===== config.mk =====
export PLATFORM = sky130hd
export DESIGN_NAME = jt900h_pfq_flat
export DESIGN_NICKNAME = d
export VERILOG_FILES = /design/src/rtl/jt900h_pfq_pkg.sv /design/src/rtl/jt900h_pfq_if.sv /design/src/rtl/jt900h_pfq_ram.sv /design/src/rtl/jt900h_pfq.sv /design/src/flat_wrapper.sv
export SDC_FILE = /design/constraint.sdc
export NUM_CORES = 1
export LEC_CHECK = 0
export ABC_AREA = 1
export ABC_CLOCK_PERIOD_IN_PS = 3150
export CORE_UTILIZATION = 35
export DETAILED_ROUTE_END_ITERATION = 6
export SLEW_MARGIN = 20
export SYNTH_ARGS = -nofsm -noshare
export SYNTH_HDL_FRONTEND = slang
export SYNTH_SLANG_ARGS = --single-unit

===== constraint.sdc =====
create_clock -name clk -period 3.15 [get_ports clk]
set_clock_uncertainty 0.2 [all_clocks]
set_input_delay 0.63 -clock clk [delete_from_list [all_inputs] [get_ports clk]]
set_output_delay 0.63 -clock clk [all_outputs]
set_load 0.005 [all_outputs]

===== src/rtl/jt900h_pfq_pkg.sv =====
// jt900h_pfq_pkg: shared fetch-FSM encodings and helpers for the JT900H prefetch queue
package jt900h_pfq_pkg;
  typedef enum logic [1:0] {PFQ_IDLE = 2'd0, PFQ_REQ = 2'd1, PFQ_DROP = 2'd2} pfq_st_e;
  function automatic logic [2:0] avail_of(input int cnt);
    return cnt > 4 ? 3'd4 : cnt[2:0];
  endfunction
endpackage


===== src/rtl/jt900h_pfq_if.sv =====
// jt900h_pfq_if: 16-bit opcode fetch bus between the prefetch queue (master) and the bus arbiter (slave)
interface jt900h_pfq_if;
  logic gnt;
  logic rd;
  logic [23:0] addr;
  logic [15:0] din;
  logic ack;
  modport master(input gnt, din, ack, output rd, addr);
  modport slave(output gnt, din, ack, input rd, addr);
endinterface


===== src/rtl/jt900h_pfq_ram.sv =====
// jt900h_pfq_ram: DEPTH x 8 byte ring with two write lanes and four registered read taps
module jt900h_pfq_ram #(
  parameter int DEPTH = 8,
  localparam int AW = $clog2(DEPTH)
) (
  input  logic          clk,
  input  logic          rst_n,
  input  logic          cen,
  input  logic          we0,
  input  logic          we1,
  input  logic [AW-1:0] wa0,
  input  logic [AW-1:0] wa1,
  input  logic [7:0]    wd0,
  input  logic [7:0]    wd1,
  input  logic [AW-1:0] ra,
  output logic [31:0]   dout
);
  logic [7:0] mem [DEPTH];
  logic [31:0] tap;
  always_ff @(posedge clk) begin
    if (cen) begin
      if (we0) mem[wa0] <= wd0;
      if (we1) mem[wa1] <= wd1;
    end
  end
  // bytes landing this cycle are forwarded so dout reflects the post-write ring
  for (genvar i = 0; i < 4; i++) begin : g_tap
    logic [AW-1:0] a;
    assign a = ra + AW'(i);
    assign tap[8*i +: 8] = we0 && wa0 == a ? wd0 : we1 && wa1 == a ? wd1 : mem[a];
  end
  always_ff @(posedge clk or negedge rst_n) begin
    if (!rst_n) dout <= '0;
    else if (cen) dout <= tap;
  end
endmodule


===== src/rtl/jt900h_pfq.sv =====
// jt900h_pfq: opcode prefetch queue, presents the next 4 bytes at PC.
// Define JT900H_PFQ_CHK_EN to reject over-reads and flag them on q_err.
module jt900h_pfq import jt900h_pfq_pkg::*; #(
  parameter int DEPTH = 8
) (
  input  logic        clk,
  input  logic        rst_n,
  input  logic        cen,
  input  logic        flush,
  input  logic [23:0] flush_pc,
  input  logic        q_rd,
  input  logic [1:0]  q_len,
  output logic [31:0] q_dout,
  output logic [2:0]  q_avail,
  output logic        q_err,
  jt900h_pfq_if.master bus
);
  localparam int AW = $clog2(DEPTH);
  pfq_st_e st, st_nxt;
  logic [AW-1:0] rp, rp_nxt, wp, wp_nxt;
  logic [AW:0] cnt, cnt_nxt;
  logic [23:0] fa, fa_nxt, addr_nxt;
  logic [2:0] rd_n, wr_n, avail_nxt;
  logic [7:0] wd0;
  logic rd_nxt, ack_wr, over, we1;
`ifdef JT900H_PFQ_CHK_EN
  assign over = q_rd && ({1'b0, q_len} + 3'd1) > q_avail;
  always_ff @(posedge clk or negedge rst_n) begin
    if (!rst_n) q_err <= 1'b0;
    else if (cen) q_err <= over;
  end
`else
  assign over = 1'b0;
  assign q_err = 1'b0;
`endif
  assign rd_n = q_rd && !over ? {1'b0, q_len} + 3'd1 : 3'd0;
  assign ack_wr = st == PFQ_REQ && bus.ack && !flush;
  // an odd fetch address only keeps the upper byte of the word
  assign wr_n = !ack_wr ? 3'd0 : fa[0] ? 3'd1 : 3'd2;
  assign we1 = ack_wr && !fa[0];
  assign wd0 = fa[0] ? bus.din[15:8] : bus.din[7:0];
  assign rp_nxt = flush ? '0 : rp + AW'(rd_n);
  assign wp_nxt = flush ? '0 : wp + AW'(wr_n);
  assign cnt_nxt = flush ? '0 : cnt + (AW+1)'(wr_n) - (AW+1)'(rd_n);
  assign fa_nxt = flush ? flush_pc : fa + 24'(wr_n);
  assign avail_nxt = avail_of(int'(cnt_nxt));
  always_comb begin
    st_nxt = st;
    rd_nxt = bus.rd;
    addr_nxt = bus.addr;
    case (st)
      PFQ_IDLE: if (bus.gnt && !flush && cnt <= (AW+1)'(DEPTH - 2)) begin
        st_nxt = PFQ_REQ;
        rd_nxt = 1'b1;
        addr_nxt = {fa[23:1], 1'b0};
      end
      PFQ_REQ: if (bus.ack) begin
        st_nxt = PFQ_IDLE;
        rd_nxt = 1'b0;
      end else if (flush) st_nxt = PFQ_DROP;
      PFQ_DROP: if (bus.ack) begin
        st_nxt = PFQ_IDLE;
        rd_nxt = 1'b0;
      end
      default: st_nxt = PFQ_IDLE;
    endcase
  end
  always_ff @(posedge clk or negedge rst_n) begin
    if (!rst_n) st <= PFQ_IDLE;
    else if (cen) st <= st_nxt;
  end
  always_ff @(posedge clk or negedge rst_n) begin
    if (!rst_n) begin
      rp <= '0;
      wp <= '0;
      cnt <= '0;
      fa <= '0;
      bus.rd <= 1'b0;
      bus.addr <= '0;
      q_avail <= '0;
    end else if (cen) begin
      rp <= rp_nxt;
      wp <= wp_nxt;
      cnt <= cnt_nxt;
      fa <= fa_nxt;
      bus.rd <= rd_nxt;
      bus.addr <= addr_nxt;
      q_avail <= avail_nxt;
    end
  end
  jt900h_pfq_ram #(.DEPTH(DEPTH)) u_ram (
    .clk(clk),
    .rst_n(rst_n),
    .cen(cen),
    .we0(ack_wr),
    .we1(we1),
    .wa0(wp),
    .wa1(wp + AW'(1)),
    .wd0(wd0),
    .wd1(bus.din[15:8]),
    .ra(rp_nxt),
    .dout(q_dout)
  );
endmodule


===== src/flat_wrapper.sv =====
// flat-port wrapper written by rule: the top's interface ports become plain ports
module jt900h_pfq_flat import jt900h_pfq_pkg::*;
#(
  parameter int DEPTH = 8
)
  (clk, rst_n, cen, flush, flush_pc, q_rd, q_len, q_dout, q_avail, q_err, bus_gnt, bus_din, bus_ack, bus_rd, bus_addr);
  jt900h_pfq_if bus_i ();
  input  logic clk;
  input  logic rst_n;
  input  logic cen;
  input  logic flush;
  input  logic [23:0] flush_pc;
  input  logic q_rd;
  input  logic [1:0] q_len;
  output logic [31:0] q_dout;
  output logic [2:0] q_avail;
  output logic q_err;
  input wire logic [$bits(bus_i.gnt)-1:0] bus_gnt;
  input wire logic [$bits(bus_i.din)-1:0] bus_din;
  input wire logic [$bits(bus_i.ack)-1:0] bus_ack;
  output wire logic [$bits(bus_i.rd)-1:0] bus_rd;
  output wire logic [$bits(bus_i.addr)-1:0] bus_addr;
  assign bus_i.gnt = bus_gnt;
  assign bus_i.din = bus_din;
  assign bus_i.ack = bus_ack;
  assign bus_rd = bus_i.rd;
  assign bus_addr = bus_i.addr;
  jt900h_pfq #(.DEPTH(DEPTH)) u_core (.clk(clk), .rst_n(rst_n), .cen(cen), .flush(flush), .flush_pc(flush_pc), .q_rd(q_rd), .q_len(q_len), .q_dout(q_dout), .q_avail(q_avail), .q_err(q_err), .bus(bus_i));
endmodule

Word-level counts from Yosys, hierarchy flattened
Memories as Yosys holds them, arrays and structs flattened. A register that Yosys moved wholly into a read port is not among the register bits.
Index checks and enable logic that the tools add are counted.

storage, ports and cells
  output and inout port bits = 61
  memory bits (writable) = 64
  input port bits = 49
  memories = 1
  flip-flop bits (word level) = 63

cells by class
  equal/unequal tests = 6
  mux-type cells = 23
  reduce and logical (&&, ||, !) cells = 17
  order comparisons = 2
  add/subtract/negate cells = 10

memories
  name              depth  width  read ports  clocked after Yosys merged registers in  wr ports  RTL line              source
  u_core.u_ram.mem  8      8      4           4                                        2         jt900h_pfq_ram.sv:18  logic [7:0] mem [DEPTH];

operators with widths
  operator               count
  $add A24 B3 Y24        1
  $mux W24               1
  $mux W3                5
  $mux W2                5
  $mux W1                8
  $mux W8                1
  $reduce_and A4 Y1      2
  $add A3 B1 Y3 const B  2
  $add A3 B2 Y3 const B  2
  $add A3 B3 Y3          2
  $logic_not A1 Y1       6
  $pmux W2 S3            1
  $logic_and A1 B1 Y1    5
  $add A4 B3 Y4          1
  $gt A4 B3 Y1 const B   1
  $le A4 B3 Y1 const B   1
  $mux W4                1
  $ne A2 B1 Y1 const B   2
  $sub A4 B3 Y4          1
  $add A2 B1 Y3 const B  1
  $ne A3 B3 Y1 const B   1
  $reduce_and A3 Y1      1
  $eq A2 B1 Y1 const B   1
  $eq A2 B2 Y1 const B   1
  5 further kinds        5

Depth between registers and ports, before layout
Gate-level depths: netlist (run 1).

  depth in word-level cells = 9
  mapped depth = 20

Modules after synthesis
A second synthesis (run 1) with hierarchy kept.

unflattened totals
  cells, all modules = 1550
  area, all modules = 10839.1 um^2

modules (own cells, without submodules)
  module          times used  seq. area each (um^2)  area an instance (um^2)  cells an instance
  jt900h_pfq_ram  1           2722.6                 6896.6                   1032
  jt900h_pfq      1           1576.5                 3942.5                   518

Least setup slack after synthesis (run 1)
No wires, ideal clock.

  path type = input-to-reg
  from = input port q_len[0]
  to = register u_core.u_ram.dout[24] (read register of u_core.u_ram.mem)
  stages = 17
  path slack = -0.678 ns
  setup time = 0.077 ns
  arrival time = 3.550 ns
  buffers on the path = 3
  path through = ha_1 nand2_1 fa_1 nor2_2 clkinv_1 clkbuf_1 ha_1 clkbuf_1 clkbuf_1 o211ai_1 nand2_1 nand3_1 nand2_1 inv_1 nand2_1 nand3_1 a21oi_1

between the ends
  cells in the longest elaborated chain, start to end = 5

RTL lines
  element          RTL line              source
  start, declared  flat_wrapper.sv:14    input logic [1:0] q_len;
  $add A2 B1 Y3    jt900h_pfq.sv:36      assign rd_n = q_rd && !over ? {1'b0, q_len} + 3'd1 : 3'd0;
  $mux W3          jt900h_pfq.sv:36
  $add A3 B3 Y3    jt900h_pfq.sv:42      assign rp_nxt = flush ? '0 : rp + AW'(rd_n);
  $mux W3          jt900h_pfq.sv:42
  $add A3 B2 Y3    jt900h_pfq_ram.sv:29  assign a = ra + AW'(i);
  end, declared    jt900h_pfq_ram.sv:16  output logic [31:0] dout

No other way between the ends.
A chain may end at the register's enable or synchronous reset.

Worst setup path in the final report (run 1)
  from = input port q_len[0]
  to = register u_core.u_ram.dout[29] (read register of u_core.u_ram.mem)

Same word-level chain as after synthesis.

==> qor.yml, run 1 <==
outcome:
  status: "finished, final reports clean"
synth:
  ys_ff_latch: 159
  synth_edf_count: 64
  synthTopCellsByArea: "dfrtp_1, edfxtp_1, nand2_1"
  synthCells: 1499
  synth_cell_types: 50
  synth_top_area_cell: "dfrtp_1"
  yosysWarnings: 0
  synthesis.area_um2: 10800
  ys.flop_type: "dfrtp_1"
  avgSynthCellArea_um2: 7.24
  ys_seq_area_share_pct: 39.6
  async_flop_share_pct: 59.7
  synth_top_area_share_pct: 21.9
placed_design:
  gp_congestion: 1.08
  hpwlAfterDp_um: 30700
  postPlaceCellArea_um2: 13700
  place_ws_ns: -0.887
  dp.cells: 2112
  io_buffers: 107
setup_path:
  r2r-end: "u_core.fa[18]"
  endpoint: "u_core.u_ram.dout[29]"
  path_cells: "clkbuf_2 > ha_4 > nand2_2 > fa_1 > nor2_4 > clkinv_4 > ha_4 > buf_4 > buf_4 > mux2i_1 > nand2_1 > nand2_1 > inv_1 > nand2_1 > nand3_1 > a21oi_1"
  r2r_cells: 17
  crit_family: "adder cells"
  worstPathMaxFanout: 4
  critPathLaunchType: "primary input"
  crit_type: "in -> reg"
  critPathMaxStageDelay_ns: 0.49
  cp_common_cell: "nand2_1"
  r2r-start: "u_core.st[1]"
  cp-end-kind: "register"
  critPathSlowestCell: "fa_1"
  required_ns: 3.32
  path_depth: 16
  cp.buffers_inverters: 5
  crit_start: "q_len[0]"
  r2r_slack_ns: 0.20
  cp_data_arrival_time_ns: 3.14
global_routing:
  track_usage_pct: 25.7
  grt_start_max_net_pins: 62
  grt_pass1_vias: 10866
  antenna_found_initial: 0
  grt_pass1_wl_um: 61200
  grt_overflow: 0
floorplan:
  die_width_um: 178
  die_h_um: 178
  io_pins: 110
  core_um2: 30500
  die-area_um2: 31700
  num_rows: 64
  initial_core_util_pct: 35.6
drt:
  met2_length_um: 18600
  routed.top_layer: "met4"
  ant_nets: 0
  wl_per_cell_um: 18.4
  via_count: 11232
  dr_wl_met3_um: 2420
  drt_iter0_markers: 906
  wl_met1_um: 16900
  first_pass_iters: 6
  wirelength_um: 39600
  vias_per_cell: 5.21
  drc: 0
timing:
  period_needed_ns: 2.97
  max_slew_margin_pct: 55.6
  setup_slack_ns: 0.182
  fin_crit_sh_pct: 94.2
  tightestPinTransition_ns: 0.667
  finalSetupViolations: 0
  clock.fmax_mhz: 337
  final-max-slew-violation-count: 0
  hold_violations: 0
  worst_hold_slack_ns: 0.286
clock_network:
  clk_latency_ns: 0.44
  cts_buffers: 17
  cts_tree: "yes"
  cts_buffer_depth: 2
  cts-root-buf: "clkbuf_16"
  path_clk_slew_ns: 0.08
  h-tree-depth: 4
  clkSinkCount: 159
layout:
  syn2layout_area_growth_pct: 33.6
  num_antenna_cells: 0
  finalNetCount: 1816
  final_cells: 2154
  post-route-util_pct: 47.5
  fin_area_um2: 14500
  drive_gt1_share_pct: 17.8
power:
  ir_drop_v: 0.000431
  p_comb_share_pct: 41.4
  p_int_uw: 5300
  pwr-share-clk_pct: 25.1
  p_seq_share_pct: 33.4
  powerDensity_nw_per_um2: 583
  p_sw_uw: 3150
  switching_share_pct: 37.3
  p_leak_uw: 0.00672
run:
  cap_violations: 0
worst_hold_path:
  hp-class: "reg -> reg"
[registers in the layout (all words and copies together) (netlist names)]
signal	flops
u_core.u_ram.mem	64
u_core.u_ram.dout	32
u_core.fa	24
u_core.bus.addr	23
u_core.cnt	4
u_core.q_avail	3
u_core.rp	3
u_core.wp	3
u_core.st	2
u_core.bus.rd	1
[kinds of logic (layout without fill, tap and decap cells)]
family / count (synthesis) / count (layout) / share of synthesized area [%]
xor gates and xnor gates: 10 / 10 / 1.02
muxes: 13 / 13 / 1.26
AOI/OAI and AO/OA: 310 / 310 / 15.7
DFF: 159 / 159 / 39.6
buffers and inverters: 233 / 491 / 8.93
and+or+nand+nor: 751 / 751 / 30.6
other: 1 / 2 / 0.0346
adders and majority gates: 22 / 22 / 2.75
[through the flow]
step	total power [uW]	TNS, ns
finish	8450	0
global route	8960	-0.0212
CTS	8440	0
detailed placement	6250	-28.74
global placement	6220	-27.16
floorplan	4540	-2.48
[cells in the final DEF (no fill, tap or decap), types with 3 or more instances in the layout]
cell type and n:
nand4_1 25, nor3_1 5, edfxtp_1 64, clkinvlp_4 4
nand3_4 4, nor2_1 133, o211ai_1 48, mux2_2 5
xor2_2 4, clkbuf_16 17, xor2_1 3, nand3_2 11
or2_2 3, clkinv_1 9, inv_8 7, clkinv_8 4
fa_1 3, ha_4 4, inv_1 138, buf_4 171
inv_2 8, nand3_1 133, nor2_2 4, nand2_2 13
a21oi_1 48, nor2_4 8, o21ai_1 10, buf_12 17
a21oi_2 3, ha_1 14, clkdlybuf4s50_1 100, nor3_4 3
dfrtp_1 95, o21ai_0 187, mux2i_1 8, nand2_1 402
[worst min path at each step]
stage,start,slack [ns],end,cells past startpoint
after floorplan,rst_n,0.13,u_core.bus.addr[10],0
after global placement,u_core.u_ram.dout[2],0.26,u_core.u_ram.dout[2],2
after detailed placement,u_core.u_ram.dout[11],0.26,u_core.u_ram.dout[11],2
after CTS,u_core.u_ram.dout[11],0.29,u_core.u_ram.dout[11],2
after global routing,u_core.u_ram.dout[11],0.31,u_core.u_ram.dout[11],2
final,u_core.u_ram.dout[11],0.29,u_core.u_ram.dout[11],2
[cells in the mapped netlist (4+ instances only)]
master / n
a21oi_1: 51
inv_2: 4
ha_1: 19
nor2_1: 136
xor2_1: 4
mux2_2: 5
o21ai_0: 191
dfrtp_1: 95
inv_1: 144
clkbuf_1: 35
nor2_2: 5
nand2_1: 407
buf_6: 5
nand2_2: 8
nor3_1: 6
nand3_1: 137
nand3_2: 8
o21ai_1: 7
edfxtp_1: 64
buf_2: 23
nor2_4: 4
nand4_1: 25
buf_4: 6
o211ai_1: 48
mux2i_1: 8
clkinv_1: 11
[power groups by stage]
stage	Sequential (uW)	Clock (uW)	Combinational (uW)
2_1_floorplan	2820	0	1720
3_3_place_gp	2850	0	3370
3_5_place_dp	2850	0	3400
4_1_cts	2820	2170	3450
5_1_grt	2870	2240	3850
6_report	2820	2120	3500
[timing repair]
| action | CTS | global route |
|---|---|---|
| endpoints found under the setup margin | 32 | 40 |
| endpoints found under the hold margin | 34 | 0 |
| cloned | 1 | 0 |
| pin swaps | 2 | 12 |
| buffers inserted | 1 | 7 |
| gates resized for setup | 12 | 28 |
| hold buffers | 1 | 0 |
[metal layers]
layer | global-route usage [%] | vias up
met5 | 0 | -
met4 | 12.3 | 0
met3 | 4.05 | 95
met2 | 42.3 | 394
met1 | 32.9 | 5258
li1 | - | 5485
[final cells by class]
| type | instances | area [um2] |
|---|---|---|
| Multi-Input combinational cell | 1108 | 5750 |
| Clock inverter | 14 | 165 |
| Inverter | 161 | 631 |
| Timing Repair Buffer | 297 | 2700 |
| Sequential cell | 159 | 4300 |
| Clock buffer | 18 | 439 |
| Timing Repair inverter | 1 | 7.51 |
| Tap cell | 396 | 495 |
| Fill cell | 3011 | 16000 |
[tightest hold or removal path, cell delays in order, from the launching register on]
cell	delay, ns
dfrtp_1	0.35
nand2_1	0.05
nand2_1	0.05
Note: power is estimated with default switching activity, not from simulation.
==> inputs of run 2 (changes only) <==
--- a/config.mk
+++ b/config.mk
@@ -6,9 +6,10 @@
 export NUM_CORES = 1
 export LEC_CHECK = 0
 export ABC_AREA = 1
-export ABC_CLOCK_PERIOD_IN_PS = 3150
-export CORE_UTILIZATION = 35
+export CORE_UTILIZATION = 53
 export DETAILED_ROUTE_END_ITERATION = 6
+export MAX_ROUTING_LAYER = met4
+export PLACE_DENSITY = 0.78
 export SLEW_MARGIN = 20
 export SYNTH_ARGS = -nofsm -noshare
 export SYNTH_HDL_FRONTEND = slang
==> qor.yml, run 2 (synthesis results as in run 1) <==
clock_network:
  path_clk_slew_ns: 0.07
  cts_buffer_depth: 2
  h-tree-depth: 4
  hold_buffers: 0
  clkSinkCount: 159
  cts_buffers: 17
  cts_tree: "yes"
  cts-root-buf: "clkbuf_16"
  clk_latency_ns: 0.43
global_routing:
  antenna_found_initial: 0
  grt_overflow: 0
  grt_pass1_wl_um: 61600
  grt_start_max_net_pins: 74
  track_usage_pct: 39.4
  grt_pass1_vias: 10985
placed_design:
  hpwlAfterDp_um: 29900
  gp_congestion: 1.04
  io_buffers: 107
  place_ws_ns: -0.880
setup_path:
  crit_start: "u_core.st[1]"
  cp-end-kind: "register"
  critPathLaunchType: "register"
  r2r_slack_ns: 0.11
  r2r-start: "u_core.st[1]"
  crit_type: "reg -> reg"
  r2r_cells: 17
  required_ns: 3.22
  cp_data_arrival_time_ns: 3.11
  worstPathMaxFanout: 4
  endpoint: "u_core.fa[18]"
  r2r-end: "u_core.fa[18]"
layout:
  finalNetCount: 1814
  syn2layout_area_growth_pct: 31.1
  top_regs: "u_core.u_ram.mem (64), u_core.u_ram.dout (32), u_core.fa (24)"
  top_register: "u_core.u_ram.mem"
  num_antenna_cells: 0
  final_common_cell: "nand2_1"
  drive_gt1_share_pct: 17.4
  final_cell_mix: "nand2_1, o21ai_0, buf_4, inv_1, nand3_1"
  largest_register_ffs: 64
timing:
  finalSetupViolations: 0
  tightestPinTransition_ns: 0.796
  finalSetupTns_ns: 0
  final-max-slew-violation-count: 0
  clock.fmax_mhz: 329
  period_needed_ns: 3.04
  fin_crit_sh_pct: 96.6
  rsz0062_at_grt: "yes"
  setup_slack_ns: 0.106
  max_slew_margin_pct: 46.9
  hold_violations: 0
drt:
  vias_per_cell: 5.77
  via_count: 11651
  wirelength_um: 39500
  first_pass_iters: 7
  wl_per_cell_um: 19.6
  drt_iter0_markers: 1323
  drc: 1
  ant_nets: 0
floorplan:
  die_width_um: 145
  die-area_um2: 21000
  core_um2: 19800
  die_h_um: 145
  num_rows: 51
  initial_core_util_pct: 54.8
  io_pins: 110
worst_hold_path:
  hp-class: "in -> async"
power:
  p_seq_share_pct: 33.9
  switching_share_pct: 37.3
  p_sw_uw: 3130
  pwr-share-clk_pct: 24.2
  p_comb_share_pct: 41.9
  power.total_uw: 8380
  ir_drop_v: 0.000437
  p_int_uw: 5260
  powerDensity_nw_per_um2: 589
  p_leak_uw: 0.00667
run:
  cap_violations: 0
outcome:
  status: "complete, but fails checks"
  violations: "design-rule violations"
run 2: metrics by stage:
| step | std cells | instance area, um2 | hold slack [ns] | utilization, % |
|---|---|---|---|---|
| floorplan | 1500 | 11000 | 0.134 | - |
| global placement | 1976 | 13500 | 0.267 | 68.1 |
| detailed placement | 1976 | 13500 | 0.268 | 68.1 |
| CTS | 2011 | 14100 | 0.0553 | 71.3 |
| global route | 2020 | 14200 | 0.0800 | 71.9 |
| finish | 2020 | 14200 | 0.0439 | 71.9 |
run 2: final cells by class:
class	instances	area, um2
clock inverter	12	100
inverter	161	638
timing repair buffer	295	2650
multi-input combinational	1108	5740
fill	1588	5560
clock buffer	19	454
sequential	159	4300
tap	265	332
timing repair inverter	1	8.76
run 2: what timing repair did:
item                       CTS  global route
pin swaps                    8             9
gates resized for setup     27            23
buffers inserted             4             9
setup endpoints to repair   32            33
cloned                       0             1
hold endpoints to repair     0             0
run 2: power by group through the flow:
stage          Sequential [uW]  Combinational [uW]  Clock (uW)
6_report                  2840                3510        2020
5_1_grt                   2880                3820        2120
4_1_cts                   2830                3410        2030
3_5_place_dp              2860                3350           0
3_3_place_gp              2850                3280           0
2_1_floorplan             2820                1720           0
run 2: worst min-delay path by stage:
stage | from | to | cells after the start
2_1_floorplan | rst_n | u_core.bus.addr[10] | 0
3_3_place_gp | u_core.u_ram.dout[2] | u_core.u_ram.dout[2] | 2
3_5_place_dp | u_core.u_ram.dout[2] | u_core.u_ram.dout[2] | 2
4_1_cts | rst_n | u_core.u_ram.dout[4] | 1
5_1_grt | rst_n | u_core.u_ram.dout[6] | 1
6_report | rst_n | u_core.u_ram.dout[4] | 1
run 2: critical path, cell delays in order, from the launching register on:
cell      delay [ns]
dfrtp_1         0.42
inv_2           0.09
ha_4            0.15
nand3_4         0.13
nor2_8          0.18
inv_4           0.05
fa_1            0.37
inv_1           0.09
nand3_1         0.11
nor2_2          0.13
nand2_1         0.08
inv_1           0.08
nand4_1         0.23
buf_4           0.23
nand2_1         0.07
o21ai_0         0.08
nand2_1         0.10
o211ai_1        0.08
run 2: metal layers:
metal / share of wire [%] / wire length (um) / global-route usage, %
met1: 41 / 16400 / 53.9
met2: 46 / 18100 / 60.0
met3: 9.4 / 3730 / 5.44
met4: 3.2 / 1290 / 13.8
met5: 0 / 0 / -
